**src/rtl/jam_pkg.sv**
```systemverilog
// Shared types and constant helpers for the job-assignment search engine.
package jam_pkg;

  typedef enum logic [2:0] {
    IDLE,
    FETCH,
    COMP,
    STEP,
    DONE
  } state_t;

  localparam logic MODE_MIN = 1'b0;
  localparam logic MODE_MAX = 1'b1;

  // Ceiling log2; returns 0 for values of 1 or less.
  function automatic int clog2(input int value);
    int r;
    r = 0;
    while ((1 << r) < value) r++;
    return r;
  endfunction

  function automatic int factorial(input int value);
    int r;
    r = 1;
    for (int k = 2; k <= value; k++) r = r * k;
    return r;
  endfunction

endpackage

```
**src/rtl/jam_perm_next.sv**
```systemverilog
// Multi-cycle lexicographic next-permutation engine.
// One cycle to locate the pivot and swap it, then one element pair per cycle
// to reverse the suffix. `last` flags a fully descending input permutation.
module jam_perm_next
  import jam_pkg::*;
#(
  parameter int N     = 8,
  parameter int IDX_W = clog2(N)
) (
  input  logic               CLK,
  input  logic               RST,
  input  logic               go,
  input  logic [N*IDX_W-1:0] p_in,
  output logic [N*IDX_W-1:0] p_out,
  output logic               done,
  output logic               last
);

  typedef enum logic [1:0] {
    PN_IDLE,
    PN_SWAP,
    PN_REV
  } pn_state_t;

  pn_state_t        state_q, state_d;
  logic [IDX_W-1:0] w [N];
  logic [IDX_W-1:0] lo, hi;
  logic [IDX_W-1:0] piv, piv_m1, sw;

  // Pivot is the largest i with w[i-1] < w[i]; sw is the rightmost element beyond it that exceeds w[i-1].
  always_comb begin
    piv = '0;
    for (int k = 1; k < N; k++) begin
      if (w[k-1] < w[k]) piv = IDX_W'(k);
    end
    piv_m1 = piv - 1'b1;
    sw     = piv;
    for (int k = 0; k < N; k++) begin
      if ((IDX_W'(k) >= piv) && (w[k] > w[piv_m1])) sw = IDX_W'(k);
    end
  end

  // A permutation with no ascending neighbour pair is the final one.
  always_comb begin
    last = 1'b1;
    for (int k = 1; k < N; k++) begin
      if (p_in[(k-1)*IDX_W +: IDX_W] < p_in[k*IDX_W +: IDX_W]) last = 1'b0;
    end
  end

  // Present the working array as a packed vector.
  always_comb begin
    p_out = '0;
    for (int k = 0; k < N; k++) p_out[k*IDX_W +: IDX_W] = w[k];
  end

  // State register.
  always_ff @(posedge CLK) begin
    if (RST) state_q <= PN_IDLE;
    else     state_q <= state_d;
  end

  // Next-state and done strobe.
  always_comb begin
    state_d = state_q;
    done    = 1'b0;
    case (state_q)
      PN_IDLE: if (go) state_d = PN_SWAP;
      PN_SWAP: state_d = PN_REV;
      PN_REV: begin
        if (lo >= hi) begin
          done    = 1'b1;
          state_d = PN_IDLE;
        end
      end
      default: state_d = PN_IDLE;
    endcase
  end

  // Working array: load, pivot swap, then suffix reversal.
  always_ff @(posedge CLK) begin
    if (RST) begin
      lo <= '0;
      hi <= '0;
      for (int k = 0; k < N; k++) w[k] <= '0;
    end else begin
      case (state_q)
        PN_IDLE: begin
          if (go) begin
            for (int k = 0; k < N; k++) w[k] <= p_in[k*IDX_W +: IDX_W];
          end
        end
        PN_SWAP: begin
          w[piv_m1] <= w[sw];
          w[sw]     <= w[piv_m1];
          lo        <= piv;
          hi        <= IDX_W'(N - 1);
        end
        PN_REV: begin
          if (lo < hi) begin
            w[lo] <= w[hi];
            w[hi] <= w[lo];
            lo    <= lo + 1'b1;
            hi    <= hi - 1'b1;
          end
        end
        default: ;
      endcase
    end
  end

endmodule

```
**src/rtl/jam_search.sv**
```systemverilog
// Exhaustive job-assignment search: walks all N! permutations in lexicographic
// order, sums N ROM costs for each and keeps the min (or max) total, its
// multiplicity and the first permutation that reached it.
module jam_search
  import jam_pkg::*;
#(
  parameter int N      = 8,
  parameter int COST_W = 7,
  parameter int IDX_W  = clog2(N),
  parameter int SUM_W  = COST_W + clog2(N),
  parameter int MC_W   = 16
) (
  input  logic               CLK,
  input  logic               RST,
  input  logic               start,
  input  logic               mode,
  output logic [IDX_W-1:0]   W,
  output logic [IDX_W-1:0]   J,
  input  logic [COST_W-1:0]  Cost,
  output logic               busy,
  output logic               Valid,
  output logic [SUM_W-1:0]   MinCost,
  output logic [MC_W-1:0]    MatchCount,
  output logic [N*IDX_W-1:0] BestPerm
);

  localparam int CNT_W = clog2(N + 1);

  function automatic logic [N*IDX_W-1:0] identity();
    logic [N*IDX_W-1:0] r;
    r = '0;
    for (int k = 0; k < N; k++) r[k*IDX_W +: IDX_W] = IDX_W'(k);
    return r;
  endfunction

  state_t             state_q, state_d;
  logic [IDX_W-1:0]   p [N];
  logic [N*IDX_W-1:0] p_packed, p_next;
  logic [CNT_W-1:0]   cnt, cnt_nxt;
  logic [SUM_W-1:0]   acc;
  logic               mode_q, first;
  logic               accept, go, pn_done, last, better;

  assign cnt_nxt = cnt + 1'b1;
  assign better  = (mode_q == MODE_MAX) ? (acc > MinCost) : (acc < MinCost);

  // Pack the current permutation for the step engine.
  always_comb begin
    p_packed = '0;
    for (int k = 0; k < N; k++) p_packed[k*IDX_W +: IDX_W] = p[k];
  end

  jam_perm_next #(
    .N     (N),
    .IDX_W (IDX_W)
  ) u_perm_next (
    .CLK   (CLK),
    .RST   (RST),
    .go    (go),
    .p_in  (p_packed),
    .p_out (p_next),
    .done  (pn_done),
    .last  (last)
  );

  // State register.
  always_ff @(posedge CLK) begin
    if (RST) state_q <= IDLE;
    else     state_q <= state_d;
  end

  // Sequencing: start acceptance, fetch length, final-permutation exit.
  always_comb begin
    state_d = state_q;
    accept  = 1'b0;
    go      = 1'b0;
    case (state_q)
      IDLE, DONE: begin
        if (start) begin
          accept  = 1'b1;
          state_d = FETCH;
        end
      end
      FETCH: if (cnt == CNT_W'(N)) state_d = COMP;
      COMP: begin
        if (last) begin
          state_d = DONE;
        end else begin
          go      = 1'b1;
          state_d = STEP;
        end
      end
      STEP: if (pn_done) state_d = FETCH;
      default: state_d = IDLE;
    endcase
  end

  // Datapath: ROM addressing, accumulation (cost lags address by one cycle) and best tracking.
  always_ff @(posedge CLK) begin
    if (RST) begin
      W          <= '0;
      J          <= '0;
      busy       <= 1'b0;
      Valid      <= 1'b0;
      MinCost    <= '0;
      MatchCount <= '0;
      BestPerm   <= identity();
      acc        <= '0;
      cnt        <= '0;
      mode_q     <= MODE_MIN;
      first      <= 1'b0;
      for (int k = 0; k < N; k++) p[k] <= IDX_W'(k);
    end else begin
      busy  <= (state_d == FETCH) || (state_d == COMP) || (state_d == STEP);
      Valid <= (state_d == DONE);
      case (state_q)
        IDLE, DONE: begin
          W <= '0;
          J <= '0;
          if (accept) begin
            acc    <= '0;
            cnt    <= '0;
            mode_q <= mode;
            first  <= 1'b1;
            for (int k = 0; k < N; k++) p[k] <= IDX_W'(k);
          end
        end
        FETCH: begin
          if (cnt != '0) acc <= acc + SUM_W'(Cost);
          cnt <= cnt_nxt;
          if (cnt_nxt < CNT_W'(N)) begin
            W <= cnt_nxt[IDX_W-1:0];
            J <= p[cnt_nxt[IDX_W-1:0]];
          end else begin
            W <= '0;
            J <= '0;
          end
        end
        COMP: begin
          first <= 1'b0;
          if (first || better) begin
            MinCost    <= acc;
            MatchCount <= MC_W'(1);
            BestPerm   <= p_packed;
          end else if (acc == MinCost) begin
            MatchCount <= MatchCount + 1'b1;
          end
        end
        STEP: begin
          if (pn_done) begin
            acc <= '0;
            cnt <= '0;
            W   <= '0;
            J   <= p_next[IDX_W-1:0];
            for (int k = 0; k < N; k++) p[k] <= p_next[k*IDX_W +: IDX_W];
          end
        end
        default: ;
      endcase
    end
  end

endmodule

```
**config.mk**
```make
export PLATFORM = sky130hd
export DESIGN_NAME = jam_search
export DESIGN_NICKNAME = d
export VERILOG_FILES = /design/src/rtl/jam_pkg.sv /design/src/rtl/jam_perm_next.sv /design/src/rtl/jam_search.sv
export SDC_FILE = /design/constraint.sdc
export NUM_CORES = 1
export LEC_CHECK = 0
export CORE_ASPECT_RATIO = 1.75
export CORE_MARGIN = 2
export CORE_UTILIZATION = 60
export DETAILED_ROUTE_END_ITERATION = 8
export GPL_TIMING_DRIVEN = 0
export PLACE_DENSITY = 0.81
export SLEW_MARGIN = 20
export SYNTH_ARGS = -nofsm -noshare
export SYNTH_HDL_FRONTEND = slang
export SYNTH_HIERARCHICAL = 1
export SYNTH_SLANG_ARGS = --single-unit
```
**constraint.sdc**
```tcl
create_clock -name CLK -period 8.3 [get_ports CLK]
set_input_delay 0.83 -clock CLK [delete_from_list [all_inputs] [get_ports CLK]]
set_output_delay 0.83 -clock CLK [all_outputs]
set_load 0.01 [all_outputs]
```
# Word-level counts from Yosys, hierarchy flattened
# Memory sizes are Yosys's and may differ from the RTL's. A register that Yosys moved wholly into a read port is not among the register bits.
# Cells that the tools add are included.
# totals
mem_bits_rw	48
memories	2
register_bits	85
word_cells	251
# memory_table
name	words	width	rd	rd_ports_with_merged_regs	wr	line_no	text
p	8	3	9	0	8	jam_search.sv:37	logic [IDX_W-1:0] p [N];
u_perm_next.w	8	3	12	2	8	jam_perm_next.sv:26	logic [IDX_W-1:0] w [N];
# op_classes
order_cmp	35
n_eq_ne	18
n_mux	119
add_sub_neg	6
bitwise_logic	24
reduce_logical	32
# op_table
cell	count
$mux 3	58
$lt 3x3->1	15
$mux 1	41
$mux 16	2
$mux 10	3
$pmux 10 s3	1
$gt 3x3->1	8
$or 1x1->1	24
$pmux 3 s3	2
$add 16x1->16 const B	1
$reduce_and 2->1	7
$eq 3x2->1 const B	4
$ge 3x3->1 const A	4
$pmux 3 s2	2
$pmux 3 s4	1
$pmux 4 s3	1
$reduce_or 3->1	4
$add 10x7->10	1
$eq 10x10->1	1
$gt 10x10->1	1
$lt 10x10->1	1
$logic_and 1x1->1	8
$mux 2	4
$mux 4	2
25 further kinds	38

# Logic depth before layout (Yosys ltp)
# An unclocked memory read counts as a cell.
# depth
depth_word	24
mapped_depth	26

# Cells and area by module
# The synthesis kept the hierarchy.
# modules_own_cells
module	area_each_um2	n_inst	seq_area_each_um2	cells_per_inst
jam_perm_next	5193.7	1	1001.0	609
jam_search	4893.4	1	2232.1	554

# Worst setup path after synthesis
# No wires, ideal clock.
# synth_timing
kind	flip-flop to flip-flop
from	memory u_perm_next/w[1][2] (netlist bit)
to	memory u_perm_next/w[0][2] (netlist bit), data pin
stages_incl_launch_ff	23
arrival_ns	5.970
t_required_ns	8.022
slack_ns	2.052
path_buffers	3
synth_period_minus_slack_ns	6.248
path_cell_list	edfxtp_1 ha_1 a21o_1 a31oi_1 o211ai_2 a21oi_2 clkbuf_1 ha_1 clkbuf_1 mux4_2 mux2i_1 ha_1 a21boi_0 o221ai_1 a311oi_1 mux2_2 o32ai_2 o211ai_2 and3_1 buf_2 mux2i_1 a221oi_2 a31oi_1
# synth_rtl
item	line_no
start, declared	jam_perm_next.sv:26

==> impl_metrics.tcl <==
set metrics [dict create \
    max_slew_margin 0.226 \
    synth_xor_area_frac 0.00781 \
    yosysSeqAreaShare 0.321 \
    via_per_inst 6.45 \
    total_leakage_power_nw 4.56 \
    ant_nets 0 \
    synth_fa_ha_area_frac 0.0938 \
    synth-main-ff-cell "dfxtp_1" \
    yosys.area.top_type "dfxtp_1" \
    drcViolationCount 0 \
    die_h_microns 176 \
    required_ns 8.43 \
    cp_max_fo 10 \
    rsz0062_at_grt "false" \
    p_clk_frac 0.384 \
    status "finished clean" \
    nNetsFinal 1335 \
    synth-seq-cells 139 \
    synth_edf_count 45 \
    criticalPathCategory "flop to flop" \
    cts_tree "yes" \
    cts_sinks 139 \
    drt_iter0_drc 687 \
    fmax_ghz 0.127 \
    syn_area_per_cell_sq_um 8.67 \
    root_buffer "clkbuf_16" \
    r2r_cells 24 \
    ir_worst_vdd_uv 121 \
    num_vias 9578 \
    die_area_sq_um 17900 \
    yosysMostFrequentCell "nand2_1" \
    clk_path_buf_depth 2 \
    power_density_nw_per_um2 183 \
    overflow 0 \
    fin_cells 1486 \
    final_hold_viol_count 0 \
    grt_max_degree 17 \
    area_growth_pct 16.0 \
    crit_end "u_perm_next/w[0][2]" \
    yosys-top-cells-area "dfxtp_1 (19%), edfxtp_1 (13%), ha_1 (9.2%)" \
    ys_warn_count 6 \
    cpMaxStageDelayCell "edfxtp_1" \
    rows 62 \
    async_reset_ff_frac 0 \
    drv_cap 0 \
    clk_pin_slew_ns 0.06 \
    synthMuxAreaShare 0.108 \
    fin_crit_ns 7.88 \
    crit_top_cell "inv_1" \
    drv_slew 0 \
    holdWs_ns 0.465 \
    wire_per_inst_microns 21.7 \
    firstDrtPassIters 6 \
    r2r-start "u_perm_next/w[6][1]" \
    hold_path_class "flop to flop" \
    wirelength_mm 32.3 \
    crit_start "u_perm_next/w[6][1]" \
    grt_first_pass_wirelength_mm 50.1 \
    power_switching_w 0.000718 \
    path_cells "inv_1 > ha_1 > o21ai_1 > a21o_1 > a211oi_2 > inv_1 > ha_1 > clkbuf_1 > inv_1 > mux4_2 > mux2i_1 > inv_1 > ha_1 > a21boi_0 > o221ai_1 > a311oi_1 > mux2_2 > o32ai_2 > o211ai_2 > and3_1 > buf_2 > mux2i_1 > a221oi_4 > a31oi_1" \
    antenna_found_initial 0 \
    io_pins 69 \
    arrival_ns 8.01 \
    r2r_slack_ns 0.42 \
    post_synth_num_cell_types 96 \
    pwr-share-comb 0.270 \
    internal_power_w 0.00143 \
    worst_slew_pin_slew_ns 1.15 \
    setup_viol 0 \
    rr_endpoint "u_perm_next/w[0][2]" \
    coreArea_sq_um 16400 \
    syn_inst 1163 \
    syn-num-nets 1249 \
    layout-drive-gt1-share 0.0983 \
    clock_latency_ns 0.43 \
    initial_core_util 0.613 \
    fillers 1340 \
    synth_top_cell_area_share 0.187 \
    startpoint_type "flop" \
    finalWeightedCongestion 1.01 \
    netlist_top_cells_count "nand2_1 (168), dfxtp_1 (94), a21oi_1 (92), nor2_1 (91), inv_1 (76)" \
    max_stage_delay_ns 0.67 \
    swShare 0.335 \
    cp-end-kind "flop" \
    diodes 0 \
    synth_top_family_by_area "simple AND/OR/NAND/NOR gates" \
    hpwl_mm 25.0 \
    cts_hold_buf 0 \
    cts-buffers-inserted 17 \
    grt_pass1_vias 9527 \
    dpl.cell_count 1454 \
    synthSimpleGateAreaFrac 0.226 \
    htreeDepth 4 \
    die_x_microns 102 \
    finClkSkew_ns 0.00855 \
    io_buffers 67 \
    grt_use_total 0.370 \
    syn_area_sq_um 10100 \
    period_share 0.950 \
    seq_power_share 0.346 \
    synth_compound_area_frac 0.193 \
]
worst min path at each step:
stage	startpoint	to	slack (ns)	cells past startpoint
floorplan	acc[9]	MinCost[9]	0.46	2
global placement	BestPerm[22]	BestPerm[22]	0.45	2
detailed placement	BestPerm[2]	BestPerm[2]	0.46	2
CTS	BestPerm[18]	BestPerm[18]	0.47	2
global route	MinCost[3]	MinCost[3]	0.49	2
finish	BestPerm[13]	BestPerm[13]	0.47	2
critical path, delay by kind of cell, from the launching register on:
family / cells / cell delay [ns]
flip-flops: 1 / 0.67
buffers and inverters: 6 / 1.56
adder cells (fa/ha/maj): 3 / 0.93
multiplexers: 4 / 1.13
AND/OR/NAND/NOR: 1 / 0.22
AO/OA/AOI/OAI: 10 / 3.06
cell type report:
class | instances | area, sq um | area share
multi-input combinational | 897 | 6370 | 0.544
buffer | 50 | 229 | 0.0196
sequential | 139 | 3230 | 0.276
clock buffer | 17 | 425 | 0.0363
timing repair buffer | 67 | 671 | 0.0573
clock inverter | 15 | 211 | 0.0181
tap | 224 | 280 | 0.0239
inverter | 77 | 289 | 0.0247
timing repair:
item,in CTS,in global routing
resized for setup,0,4
setup buffers,0,0
endpoints found under the setup margin,0,8
cells in the final DEF (no fill, tap or decap), drive strengths merged, types with 5 or more instances in the layout:
cell type	n
nor3	30
mux2	6
a21o	15
xnor2	7
o311ai	6
clkbuf	49
dfxtp	94
buf	18
o21ai	43
inv	82
and2	16
clkdlybuf4s50	67
or2	9
nor2	94
a21oi	97
nand3b	22
and3	5
a211oi	17
ha	74
a22oi	5
mux2i	52
mux4	22
clkinv	5
a31oi	24
edfxtp	45
nand2b	21
nand2	168
nand3	35
o211ai	6
or3	17
nor4	5
nor2b	13
nor3b	9
logic make-up after synthesis:
group | count (synthesis)
AND/OR/NAND/NOR | 459
AO/OA/AOI/OAI | 274
flip-flops | 139
buffers and inverters | 127
multiplexers | 80
adder cells (fa/ha/maj) | 75
XOR/XNOR | 9
flip-flops by register name, summed over array words and instances (netlist names), 4 cells and up, named ones only:
signal / count
u_perm_next/w: 24
acc: 10
MatchCount: 16
cnt: 4
MinCost: 10
BestPerm: 24
p: 24
per-stage QoR:
| step | instance area (sq um) | total power (W) | worst slack (ns) | TNS [ns] | util |
|---|---|---|---|---|---|
| final | 11700 | 0.00214 | 0.419 | 0 | 0.712 |
| after global placement | 11000 | 0.00129 | -0.112 | -0.409 | 0.671 |
| after CTS | 11700 | 0.00212 | 0.211 | 0 | 0.710 |
| after global routing | 11700 | 0.00221 | 0.226 | 0 | 0.712 |
| after floorplan | 10100 | 0.00115 | 2.05 | 0 | - |
| after detailed placement | 11000 | 0.00130 | 0.229 | 0 | 0.672 |
power groups by stage:
stage	combinational [W]	clock, W	sequential [W]
4_1_cts	0.000552	0.000825	0.000740
3_3_place_gp	0.000536	0	0.000755
5_1_grt	0.000614	0.000856	0.000742
6_report	0.000580	0.000822	0.000742
3_5_place_dp	0.000548	0	0.000755
2_1_floorplan	0.000406	0	0.000742
layer usage:
metal,part of all wire,track usage,vias to the layer above
li1,-,-,4410
met1,0.32,0.352,4481
met2,0.51,0.660,482
met3,0.059,0.0569,205
met4,0.11,0.331,0
met5,0,0,-
Note: power is estimated with default switching activity, not from simulation.
